File: config.mk
export PLATFORM = sky130hd
export DESIGN_NAME = filter_capture
export DESIGN_NICKNAME = d
export VERILOG_FILES = /design/src/rtl/filter_capture.sv
export SDC_FILE = /design/constraint.sdc
export NUM_CORES = 1
export LEC_CHECK = 0
export ABC_AREA = 1
export CORE_MARGIN = 2
export CORE_UTILIZATION = 35
export DETAILED_ROUTE_END_ITERATION = 6
export SLEW_MARGIN = 15
export SYNTH_ARGS = -nofsm -noshare
export SYNTH_HDL_FRONTEND = slang
export SYNTH_SLANG_ARGS = --single-unit
File: constraint.sdc
create_clock -name CLK -period 3.1 [get_ports CLK]
set_input_delay 0.62 -clock CLK [delete_from_list [all_inputs] [get_ports CLK]]
set_output_delay 0.62 -clock CLK [all_outputs]
set_load 0.005 [all_outputs]
File: src/rtl/filter_capture.sv
// Captures filter output samples into a first-word fall-through FIFO and
// watches for samples that fail to follow their start strobe in time.
module filter_capture #(
  parameter int BITWIDTH    = 16,
  parameter int FIFO_DEPTH  = 8,
  parameter int TIMEOUT_CYC = 64
) (
  input  logic                          CLK,
  input  logic                          nRST,
  input  logic                          EN,
  input  logic                          START_FLAG,
  input  logic [BITWIDTH-1:0]           DATA_IN,
  input  logic                          DATA_VALID,
  input  logic                          RD_EN,
  input  logic                          CLR,
  output logic [BITWIDTH-1:0]           DATA_OUT,
  output logic                          DATA_OUT_VALID,
  output logic [$clog2(FIFO_DEPTH):0]   FILL_LEVEL,
  output logic                          OVERFLOW,
  output logic                          TIMEOUT
);

  // state | meaning
  // IDLE  | no sample outstanding
  // WAIT  | start strobe seen, counting until DATA_VALID or timeout
  typedef enum logic {ST_IDLE, ST_WAIT} state_t;

  localparam int AW = $clog2(FIFO_DEPTH);
  localparam int PW = AW + 1;
  localparam int CW = $clog2(TIMEOUT_CYC + 1);
  localparam logic [CW-1:0] CNT_LAST = CW'(TIMEOUT_CYC - 1);

  state_t              state_q, state_d;
  logic [CW-1:0]       cnt_q, cnt_d;
  logic                dv_q, sf_q;
  logic [PW-1:0]       wr_ptr_q, wr_ptr_d, rd_ptr_q, rd_ptr_d;
  logic                ovf_q, ovf_d, tmo_q, tmo_d;
  logic [BITWIDTH-1:0] mem_q [FIFO_DEPTH];

  logic dv_rise, sf_rise;
  logic empty, full;
  logic wr_req, pop, push, drop, tmo_hit;

  assign dv_rise = DATA_VALID & ~dv_q;
  assign sf_rise = START_FLAG & ~sf_q;

  // Pointers carry one extra wrap bit so full and empty stay distinguishable.
  assign empty = (wr_ptr_q == rd_ptr_q);
  assign full  = (wr_ptr_q[AW] != rd_ptr_q[AW]) &&
                 (wr_ptr_q[AW-1:0] == rd_ptr_q[AW-1:0]);

  assign wr_req = EN & dv_rise;
  assign pop    = RD_EN & ~empty;
  assign push   = wr_req & (~full | pop);
  assign drop   = wr_req & full & ~pop;

  assign wr_ptr_d = wr_ptr_q + {{(PW-1){1'b0}}, push};
  assign rd_ptr_d = rd_ptr_q + {{(PW-1){1'b0}}, pop};

  always_comb begin
    state_d = state_q;
    cnt_d   = cnt_q;
    tmo_hit = 1'b0;
    if (!EN) begin
      state_d = ST_IDLE;
      cnt_d   = '0;
    end else begin
      case (state_q)
        ST_IDLE: begin
          if (sf_rise) begin
            state_d = ST_WAIT;
            cnt_d   = '0;
          end
        end
        ST_WAIT: begin
          // A sample arriving on the last count still counts as on time.
          if (sf_rise) begin
            cnt_d = '0;
          end else if (dv_rise) begin
            state_d = ST_IDLE;
            cnt_d   = '0;
          end else if (cnt_q == CNT_LAST) begin
            state_d = ST_IDLE;
            cnt_d   = '0;
            tmo_hit = 1'b1;
          end else begin
            cnt_d = cnt_q + CW'(1);
          end
        end
        default: begin
          state_d = ST_IDLE;
          cnt_d   = '0;
        end
      endcase
    end
  end

  assign ovf_d = drop | (ovf_q & ~CLR);
  assign tmo_d = tmo_hit | (tmo_q & ~CLR);

  always_ff @(posedge CLK or negedge nRST) begin
    if (!nRST) begin
      state_q  <= ST_IDLE;
      cnt_q    <= '0;
      dv_q     <= 1'b0;
      sf_q     <= 1'b0;
      wr_ptr_q <= '0;
      rd_ptr_q <= '0;
      ovf_q    <= 1'b0;
      tmo_q    <= 1'b0;
    end else begin
      state_q  <= state_d;
      cnt_q    <= cnt_d;
      dv_q     <= DATA_VALID;
      sf_q     <= START_FLAG;
      wr_ptr_q <= wr_ptr_d;
      rd_ptr_q <= rd_ptr_d;
      ovf_q    <= ovf_d;
      tmo_q    <= tmo_d;
    end
  end

  always_ff @(posedge CLK) begin
    if (push) begin
      mem_q[wr_ptr_q[AW-1:0]] <= DATA_IN;
    end
  end

  assign DATA_OUT       = empty ? '0 : mem_q[rd_ptr_q[AW-1:0]];
  assign DATA_OUT_VALID = ~empty;
  assign FILL_LEVEL     = wr_ptr_q - rd_ptr_q;
  assign OVERFLOW       = ovf_q;
  assign TIMEOUT        = tmo_q;

endmodule

==> impl_metrics.py, run 1 <==
metrics = {
    "grt": {
        "antenna_found_initial": 0,
        "grt_usage_pct": 15.2,
        "grt_pass1_wl_mm": 22.5,
        "grt_pass1_vias": 4364,
        "grt_overflow": 0,
        "gr-max-usage-layer": "met2",
        "globalRouteMet2Util_pct": 24.9,
        "grt_max_degree": 52,
        "use_met3_pct": 4.06,
        "grtUsageMet1_pct": 19.0,
    },
    "run": {
        "drv_cap": 0,
    },
    "sta": {
        "hold_viol": 0,
        "maxSlewViolCount": 0,
        "fmax_ghz": 0.339,
        "finalCriticalPeriod_ps": 2950,
        "fin_crit_sh_pct": 95.2,
        "worstMarginPinSlew_ps": 449,
        "fin_ws_ps": 148,
        "fin_worst_skew_ps": 7.67,
        "setup_viol": 0,
        "relSlewSlack_pct": 70.1,
    },
    "finish": {
        "n_fill_cell": 1693,
        "area_delta_synth_final_pct": 22.3,
        "layout_common_cells": "nand2_1 (253), edfxtp_1 (128), inv_1 (55)",
        "layout_commonest_cell": "nand2_1",
        "layout.nets": 714,
        "final_layout_size_suffix_gt1_share_pct": 9.52,
        "n_antenna_cell": 0,
    },
    "clock_network": {
        "cts_hold_buffers": 0,
        "cts_max_path_buffers": 2,
        "path_clk_slew_ps": 60,
        "cts_tree": "built",
        "cts_buffers": 17,
        "clk_latency_ps": 420,
        "root_buffer": "clkbuf_16",
        "cts.sinks": 148,
        "cts_max_level": 4,
    },
    "detailed_routing": {
        "drt_iter0_drc": 212,
        "wl_mm": 14.1,
        "drc": 0,
        "vias": 4284,
        "routedWlPerCell_um": 15.3,
        "via_per_inst": 4.65,
        "drtAntennaViolNets": 0,
        "first_pass_iters": 5,
    },
    "status": {
        "status": "finished clean",
    },
    "placement": {
        "hpwl_mm": 8.39,
        "post-place-ws_ps": 206,
        "gp_congestion": 0.771,
        "numPortBuffers": 45,
    },
    "pwr": {
        "power_density_nw_per_um2": 928,
        "total_power_w": 0.00731,
        "peakVddDrop_mv": 0.496,
        "p_leak_nw": 3.27,
    },
    "critical_path": {
        "rrSetupSlack_ps": 620,
        "timing.rr.start": "rd_ptr_q[2]$_DFF_PN0_",
        "critical_path_class": "reg2out",
        "critPathArrivalTime_ps": 2330,
        "endpoint_kind": "output pin",
        "rr_worst_depth": 11,
        "cp.required_ps": 2480,
        "rr_endpoint": "wr_ptr_q[2]$_DFF_PN0_",
        "crit_fanout": 8,
        "start_kind": "flop",
    },
    "hold_path": {
        "worstHoldEndpoint": "cnt_q[6]$_DFFE_PN0P_",
        "hp-class": "reg2reg",
        "min_path_cells": 2,
        "hp-start": "cnt_q[6]$_DFFE_PN0P_",
    },
    "floorplanning": {
        "dieArea_sq_um": 19500,
        "design.core.area_sq_um": 18000,
        "initial_core_util_pct": 35.7,
        "die_x_um": 140,
        "die_h_um": 140,
        "rows": 49,
        "io_pins": 46,
    },
    "synthesis": {
        "syn_area_per_cell_sq_um": 10.4,
        "yosys.area_share.simple_pct": 20.9,
        "synthAdderAreaFrac_pct": 1.86,
        "ys_ff_latch": 148,
        "yosysWarnings": 0,
        "ys_types": 23,
        "synth_seq_area_share_pct": 67.4,
        "synth_compound_area_share_pct": 2.25,
        "syn_inst": 618,
        "yosys-mux-area-fraction_pct": 0.155,
        "syn_area_sq_um": 6440,
        "synth-xor-area-share_pct": 1.09,
        "synth_top_family_by_area": "simple AND/OR/NAND/NOR gates",
        "syn-num-nets": 650,
    },
}
registers in the layout, indices dropped and copies added (netlist names):
| signal | cells |
|---|---|
| OVERFLOW | 1 |
| state_q | 1 |
| dv_q | 1 |
| sf_q | 1 |
| cnt_q | 7 |
| rd_ptr_q | 4 |
| TIMEOUT | 1 |
| wr_ptr_q | 4 |
| mem_q | 128 |
layer usage:
layer / vias to the layer above / share of wire, %
met5: - / 0
met4: 0 / 2.6
met1: 2017 / 44
li1: 2133 / -
met2: 109 / 48
met3: 25 / 5.4
final cells by class:
cell class | instances | area, sq um | area share [%]
clock buffer | 18 | 429 | 5.45
clock inverter | 12 | 163 | 2.06
inverter | 59 | 224 | 2.84
multi-input combinational | 388 | 1780 | 22.5
sequential | 148 | 4350 | 55.2
tap | 229 | 287 | 3.64
timing repair buffer | 68 | 656 | 8.32
Yosys cell counts, drive strengths merged:
cell / instances / area (sq um)
a21oi: 22 / 110
fa: 1 / 20.0
xnor2: 1 / 8.76
nand3: 40 / 200
nor3: 8 / 40.0
mux2i: 1 / 10.0
dfrtp: 20 / 500
nor2: 38 / 143
ha: 8 / 100
clkbuf: 1 / 13.8
nand2: 255 / 962
edfxtp: 128 / 3840
xor2: 7 / 61.3
o21ai: 3 / 15.0
clkinv: 2 / 7.51
o22ai: 2 / 12.5
inv: 57 / 214
o21bai: 1 / 7.51
buf: 23 / 173
per-stage QoR:
step | TNS [ps] | hold slack (ps) | instance area (sq um) | std cells | util, %
floorplan | 0 | 324 | 6440 | 618 | -
global placement | 0 | 492 | 7220 | 890 | 40.1
detailed placement | 0 | 496 | 7220 | 890 | 40.1
CTS | 0 | 507 | 7840 | 921 | 43.5
global route | -17.1 | 548 | 7880 | 922 | 43.7
finish | 0 | 503 | 7880 | 922 | 43.7
where the power goes:
part           internal [W]  switching, W  total [W]
clock network       0.00133      0.000757    0.00208
logic               0.00122       0.00163    0.00285
registers           0.00230     0.0000859    0.00239
worst max path at each step:
stage	start	end	slack [ps]	depth (start not counted)
after floorplan	rd_ptr_q[1]$_DFF_PN0_	mem_q[2][0]$_DFFE_PP_	70	9
after global placement	wr_ptr_q[0]$_DFF_PN0_	DATA_OUT[3]	280	8
after detailed placement	wr_ptr_q[0]$_DFF_PN0_	DATA_OUT[10]	210	8
after CTS	rd_ptr_q[1]$_DFF_PN0_	FILL_LEVEL[1]	10	4
after global routing	rd_ptr_q[2]$_DFF_PN0_	FILL_LEVEL[3]	-10	6
final	rd_ptr_q[2]$_DFF_PN0_	DATA_OUT[4]	150	8
critical path, stage by stage (launching register included):
cell and delay [ps]:
dfrtp_1 360, clkinv_1 120, ha_4 300, nand2_1 100, nor2_4 270, nand2_4 180, nand2_1 110, nor2_1 40
clkdlybuf4s50_1 430
repair_timing:
item	in CTS	in global routing
setup endpoints to repair	18	19
gates cloned	1	0
setup buffers	0	1
pin swaps	1	1
gates resized for setup	5	7
kinds of logic (layout without fill, tap and decap cells):
family,count (synthesis),in the layout
xor+xnor,8,8
buf+inv,83,157
simple gates,341,342
compound gates,28,28
mux,1,1
flops,148,148
fa+ha+maj,9,9
Note: power is estimated with default switching activity, not from simulation.
==> run 2, diff against run 1 <==
Settings changed: ABC_AREA 1 to not set, CORE_UTILIZATION 35 to 52, PLACE_DENSITY set to 0.75.
==> run 2 against run 1 <==
  * Combinational power fell by 24%
  * Critical path type unchanged
  * Die area fell by 37%
  * Via count fell by 27%
  * Hold slack got worse by 17 ps
==> impl_metrics.py, run 2 <==
metrics = {
    "status": {
        "status": "finished clean",
    },
    "finish": {
        "n_fill_cell": 788,
        "layout_common_cells": "edfxtp_1 (128), clkdlybuf4s50_1 (43), nand2_1 (41)",
        "final_layout_size_suffix_gt1_share_pct": 21.8,
        "area_delta_synth_final_pct": 22.1,
        "largest_register_ffs": 128,
        "n_antenna_cell": 0,
        "layout_commonest_cell": "edfxtp_1",
        "layout.nets": 431,
    },
    "floorplanning": {
        "rows": 39,
        "die_x_um": 111,
        "die_h_um": 111,
        "design.core.area_sq_um": 11300,
        "initial_core_util_pct": 52.6,
        "dieArea_sq_um": 12300,
        "io_pins": 46,
    },
    "grt": {
        "grt_pass1_wl_mm": 18.2,
        "grt_usage_pct": 20.4,
        "grt_pass1_vias": 3190,
        "grt_overflow": 0,
        "grt_max_degree": 28,
        "antenna_found_initial": 0,
    },
    "sta": {
        "rsz0062_at_grt": "no",
        "holdWs_ps": 486,
        "relSlewSlack_pct": 39.7,
        "hold_viol": 0,
        "fin_worst_skew_ps": 8.32,
        "worstMarginPinSlew_ps": 901,
        "tns_ps": 0,
        "fin_crit_sh_pct": 95.0,
        "maxSlewViolCount": 0,
        "finalCriticalPeriod_ps": 2950,
        "setup_viol": 0,
        "fmax_ghz": 0.339,
        "fin_ws_ps": 154,
    },
    "pwr": {
        "power_density_nw_per_um2": 915,
        "p_leak_nw": 2.54,
        "peakVddDrop_mv": 0.590,
        "total_power_w": 0.00663,
    },
    "synthesis": {
        "syn_area_sq_um": 5930,
        "ys_ff_latch": 148,
        "synth_seq_area_share_pct": 73.2,
        "synth_top_area_share_pct": 64.8,
        "synth_edf_count": 128,
        "yosys.area.top_type": "edfxtp_1",
        "yosysWarnings": 0,
        "synthTopCellsByArea": "edfxtp_1 (65%), mux4_2 (12%), dfrtp_1 (8.4%)",
        "syn_area_per_cell_sq_um": 18.0,
        "synthTopCellsByCount": "edfxtp_1 (128), nand2_1 (41), mux4_2 (32), dfrtp_1 (20), a21oi_1 (19)",
        "ys_types": 37,
        "synth-main-ff-cell": "edfxtp_1",
        "post-synth-top-count-cell": "edfxtp_1",
        "syn_inst": 329,
        "syn-num-nets": 361,
        "async_flop_share_pct": 13.5,
    },
    "run": {
        "drv_cap": 0,
    },
    "critical_path": {
        "cp.required_ps": 2480,
        "start_kind": "flop",
        "critPathArrivalTime_ps": 2330,
        "crit_fanout": 11,
        "endpoint_kind": "output pin",
        "critical_path_class": "reg2out",
    },
    "clock_network": {
        "cts_max_path_buffers": 2,
        "cts_tree": "built",
        "cts.sinks": 148,
        "clk_latency_ps": 420,
        "path_clk_slew_ps": 60,
        "cts_max_level": 4,
        "root_buffer": "clkbuf_16",
        "cts_buffers": 17,
        "cts_setup_buffers": 0,
    },
    "placement": {
        "post-place-ws_ps": 533,
        "hpwl_mm": 7.06,
        "numPortBuffers": 45,
        "gp_congestion": 0.804,
    },
    "detailed_routing": {
        "routedWlPerCell_um": 20.6,
        "drc": 0,
        "drt_iter0_drc": 218,
        "first_pass_iters": 4,
        "drtAntennaViolNets": 0,
        "vias": 3148,
        "via_per_inst": 5.67,
        "wl_mm": 11.5,
    },
    "hold_path": {
        "hp-class": "reg2reg",
    },
}
-- run 2: power breakdown --
part           total (W)  switching, W  internal [W]
logic            0.00217      0.000963       0.00120
registers        0.00238     0.0000901       0.00229
clock network    0.00208      0.000807       0.00127
total            0.00663       0.00186       0.00477
-- run 2: routing by layer --
metal / GRT usage [%] / wire, um / vias up
met2: 32.6 / 5770 / 101
met5: 0 / 0 / -
met3: 5.90 / 623 / 11
met1: 26.7 / 4900 / 1623
met4: 7.83 / 167 / 0
li1: - / - / 1413
-- run 2: worst max-delay path, cell delays in order (launching register included) --
cell and delay [ps]:
dfrtp_1 490, ha_1 400, nand3_2 100, nor2b_1 60
buf_4 180, a21oi_1 150, clkdlybuf4s50_1 520
-- run 2: area by class of cell --
cell class | count | area (sq um) | share of cell area (%)
sequential | 148 | 4350 | 60.0
multi-input combinational | 153 | 1440 | 19.8
timing repair buffer | 67 | 637 | 8.79
clock buffer | 18 | 429 | 5.92
tap | 143 | 179 | 2.47
clock inverter | 14 | 175 | 2.42
inverter | 12 | 45.0 | 0.622
-- run 2: through the flow --
stage	area (sq um)	util [%]	cells
3_3_place_gp	6630	58.8	523
3_5_place_dp	6630	58.8	523
5_1_grt	7250	64.3	555
4_1_cts	7230	64.2	555
6_report	7250	64.3	555
2_1_floorplan	5940	-	329
-- run 2: cell families (layout without fill, tap and decap cells) --
kind of cell / after synthesis / after routing / synth area share (%)
flip-flops: 148 / 148 / 73.2
AND/OR/NAND/NOR: 72 / 72 / 5.38
multiplexers: 33 / 33 / 12.3
AO/OA/AOI/OAI: 31 / 31 / 3.06
buffers and inverters: 28 / 111 / 2.85
adder cells (fa/ha/maj): 9 / 9 / 2.02
XOR/XNOR: 8 / 8 / 1.18
-- run 2: repair_timing --
action | in CTS | in global routing
hold buffers | 0 | 0
setup endpoints to repair | 0 | 12
gates resized for setup | 0 | 4
-- run 2: path summary, 6_finish.rpt --
kind	from	endpoint	slack, ps	cells past startpoint
max	wr_ptr_q[2]$_DFF_PN0_	DATA_OUT[5]	150	6
min reg2reg	cnt_q[6]$_DFFE_PN0P_	cnt_q[6]$_DFFE_PN0P_	490	1
min in group asynchronous	nRST	cnt_q[0]$_DFFE_PN0P_	700	1
min	cnt_q[6]$_DFFE_PN0P_	cnt_q[6]$_DFFE_PN0P_	490	1
max in group asynchronous	nRST	rd_ptr_q[0]$_DFF_PN0_	1780	1
max reg2reg	wr_ptr_q[2]$_DFF_PN0_	mem_q[1][12]$_DFFE_PP_	920	6
==> run 3, diff against run 2 <==
Settings changed: RECOVER_POWER set to 25.
==> run 3 against run 2 <==
  * Register-to-register slack about the same
  * Critical endpoint unchanged
  * Non-clock buffer count stayed put
  * Clock power about the same
  * Hold slack is the same
  * Flip-flop and latch count stayed put
  * Highest routed layer unchanged
  * Critical path type unchanged
  * Global-route usage unchanged
  * Cell count unchanged
  * Count of clock-buffer cells in the layout stayed put
  * Routed wire length about the same
  * Critical path depth unchanged
  * Sequential power barely moved
==> impl_metrics.py, run 3 (synthesized netlist as in run 2, its figures left out) <==
metrics = {
    "status": {
        "status": "finished clean",
    },
    "hold_path": {
        "min_path_cells": 1,
        "hp-start": "cnt_q[6]$_DFFE_PN0P_",
        "worstHoldEndpoint": "cnt_q[6]$_DFFE_PN0P_",
        "hp-class": "reg2reg",
    },
    "finish": {
        "layout.nets": 431,
        "largest_register_ffs": 128,
        "fin_cells": 555,
        "post-route-cell-area_sq_um": 7250,
        "layout_commonest_cell": "edfxtp_1",
        "layout_common_cells": "edfxtp_1 (128), nand2_1 (41), mux4_2 (32)",
        "final_layout_size_suffix_gt1_share_pct": 21.8,
        "n_antenna_cell": 0,
        "area_delta_synth_final_pct": 22.1,
    },
    "critical_path": {
        "rr_worst_depth": 6,
        "cp.required_ps": 2480,
        "start_kind": "flop",
        "crit_fanout": 11,
        "path_cells": "ha_1, nand3_2, nor2b_1, buf_4, a21oi_1, clkdlybuf4s50_1",
        "cpPeakStageDelay_ps": 520,
        "rr_endpoint": "mem_q[1][12]$_DFFE_PP_",
        "timing.rr.start": "wr_ptr_q[2]$_DFF_PN0_",
        "cp_slowest_cell": "clkdlybuf4s50_1",
        "critical_path_class": "reg2out",
        "rrSetupSlack_ps": 920,
        "critPathArrivalTime_ps": 2330,
        "endpoint_kind": "output pin",
    },
    "clock_network": {
        "cts_max_path_buffers": 2,
        "cts_tree": "built",
        "cts.sinks": 148,
        "clk_latency_ps": 420,
        "cts_max_level": 4,
        "path_clk_slew_ps": 60,
        "root_buffer": "clkbuf_16",
        "cts_buffers": 17,
        "cts_hold_buffers": 0,
    },
    "floorplanning": {
        "dieArea_sq_um": 12300,
        "io_pins": 46,
        "die_x_um": 111,
        "design.core.area_sq_um": 11300,
        "die_h_um": 111,
        "rows": 39,
        "initial_core_util_pct": 52.6,
    },
    "detailed_routing": {
        "drtAntennaViolNets": 0,
        "wl_mm": 11.5,
        "drc": 0,
        "via_per_inst": 5.67,
        "routedWlPerCell_um": 20.6,
        "vias": 3148,
        "drt_iter0_drc": 214,
        "first_pass_iters": 4,
    },
    "grt": {
        "grt_pass1_wl_mm": 18.2,
        "grt_pass1_vias": 3190,
        "grt_max_degree": 28,
        "grt_usage_pct": 20.4,
        "grt_overflow": 0,
        "antenna_found_initial": 0,
    },
    "sta": {
        "hold_viol": 0,
        "rsz0062_at_grt": "no",
        "fin_ws_ps": 153,
        "maxSlewViolCount": 0,
        "tns_ps": 0,
        "worstMarginPinSlew_ps": 901,
        "fin_crit_sh_pct": 95.1,
        "finalCriticalPeriod_ps": 2950,
        "setup_viol": 0,
        "fmax_ghz": 0.339,
        "fin_worst_skew_ps": 8.31,
        "relSlewSlack_pct": 39.7,
    },
    "placement": {
        "numPortBuffers": 45,
        "hpwl_mm": 7.06,
        "post-place-ws_ps": 533,
        "dp.cells": 523,
        "gp_congestion": 0.804,
        "placed_area_sq_um": 6630,
    },
    "run": {
        "drv_cap": 0,
    },
    "pwr": {
        "peakVddDrop_mv": 0.590,
        "p_leak_nw": 2.54,
        "power_density_nw_per_um2": 914,
    },
}
-- run 3: cell types whose count changed in the layout (fill, tap and decap cells not counted) --
cell	change
clkdlybuf4s50_1	-13
dlygate4sd3_1	+13
-- run 3: layout make-up --
cell class,count,area [sq um]
inverters,12,45.0
fillers,788,4030
well taps,143,179
multi-input cells,153,1440
flip-flops and latches,148,4350
repair buffers,67,637
clock buffers,18,429
clock inverters,14,175
-- run 3: timing repair --
action,4_1_cts,5_1_grt
gates resized for setup,0,4
endpoints found under the setup margin,0,12
buffers inserted,0,0
-- run 3: per-layer routing --
metal | vias to the layer above | track usage [%] | share of wire, %
met5 | - | 0 | 0
met4 | 0 | 7.83 | 1.5
met3 | 11 | 5.90 | 5.5
met2 | 99 | 32.6 | 50
met1 | 1624 | 26.7 | 43
li1 | 1414 | - | -
-- run 3: worst max path at each step --
| stage | from | endpoint | slack [ps] | depth (start not counted) |
|---|---|---|---|---|
| final | wr_ptr_q[2]$_DFF_PN0_ | DATA_OUT[5] | 150 | 6 |
| after global routing | wr_ptr_q[2]$_DFF_PN0_ | DATA_OUT[8] | 40 | 6 |
| after CTS | rd_ptr_q[1]$_DFF_PN0_ | DATA_OUT[10] | 30 | 8 |
| after detailed placement | rd_ptr_q[1]$_DFF_PN0_ | DATA_OUT[5] | 530 | 8 |
| after global placement | rd_ptr_q[1]$_DFF_PN0_ | DATA_OUT[13] | 610 | 8 |
| after floorplan | rd_ptr_q[2]$_DFF_PN0_ | mem_q[5][0]$_DFFE_PP_ | 370 | 8 |
-- run 3: report_power, final --
part | internal (W) | total, W | switching [W]
combinational | 0.00120 | 0.00216 | 0.000963
clock | 0.00127 | 0.00208 | 0.000807
sequential | 0.00229 | 0.00238 | 0.0000901
-- run 3: through the flow --
step / power [W] / utilization [%] / hold WS, ps
after floorplan: 0.00370 / - / 324
after CTS: 0.00670 / 64.2 / 484
final: 0.00663 / 64.3 / 486
after global routing: 0.00694 / 64.3 / 498
after detailed placement: 0.00460 / 58.8 / 475
after global placement: 0.00457 / 58.8 / 468
-- run 3: critical path: cells and delay by family (launching register included) --
family / cells / cell delay (ps)
buffers and inverters: 2 / 700
flip-flops: 1 / 490
adder cells (fa/ha/maj): 1 / 400
AND/OR/NAND/NOR: 2 / 160
AO/OA/AOI/OAI: 1 / 150
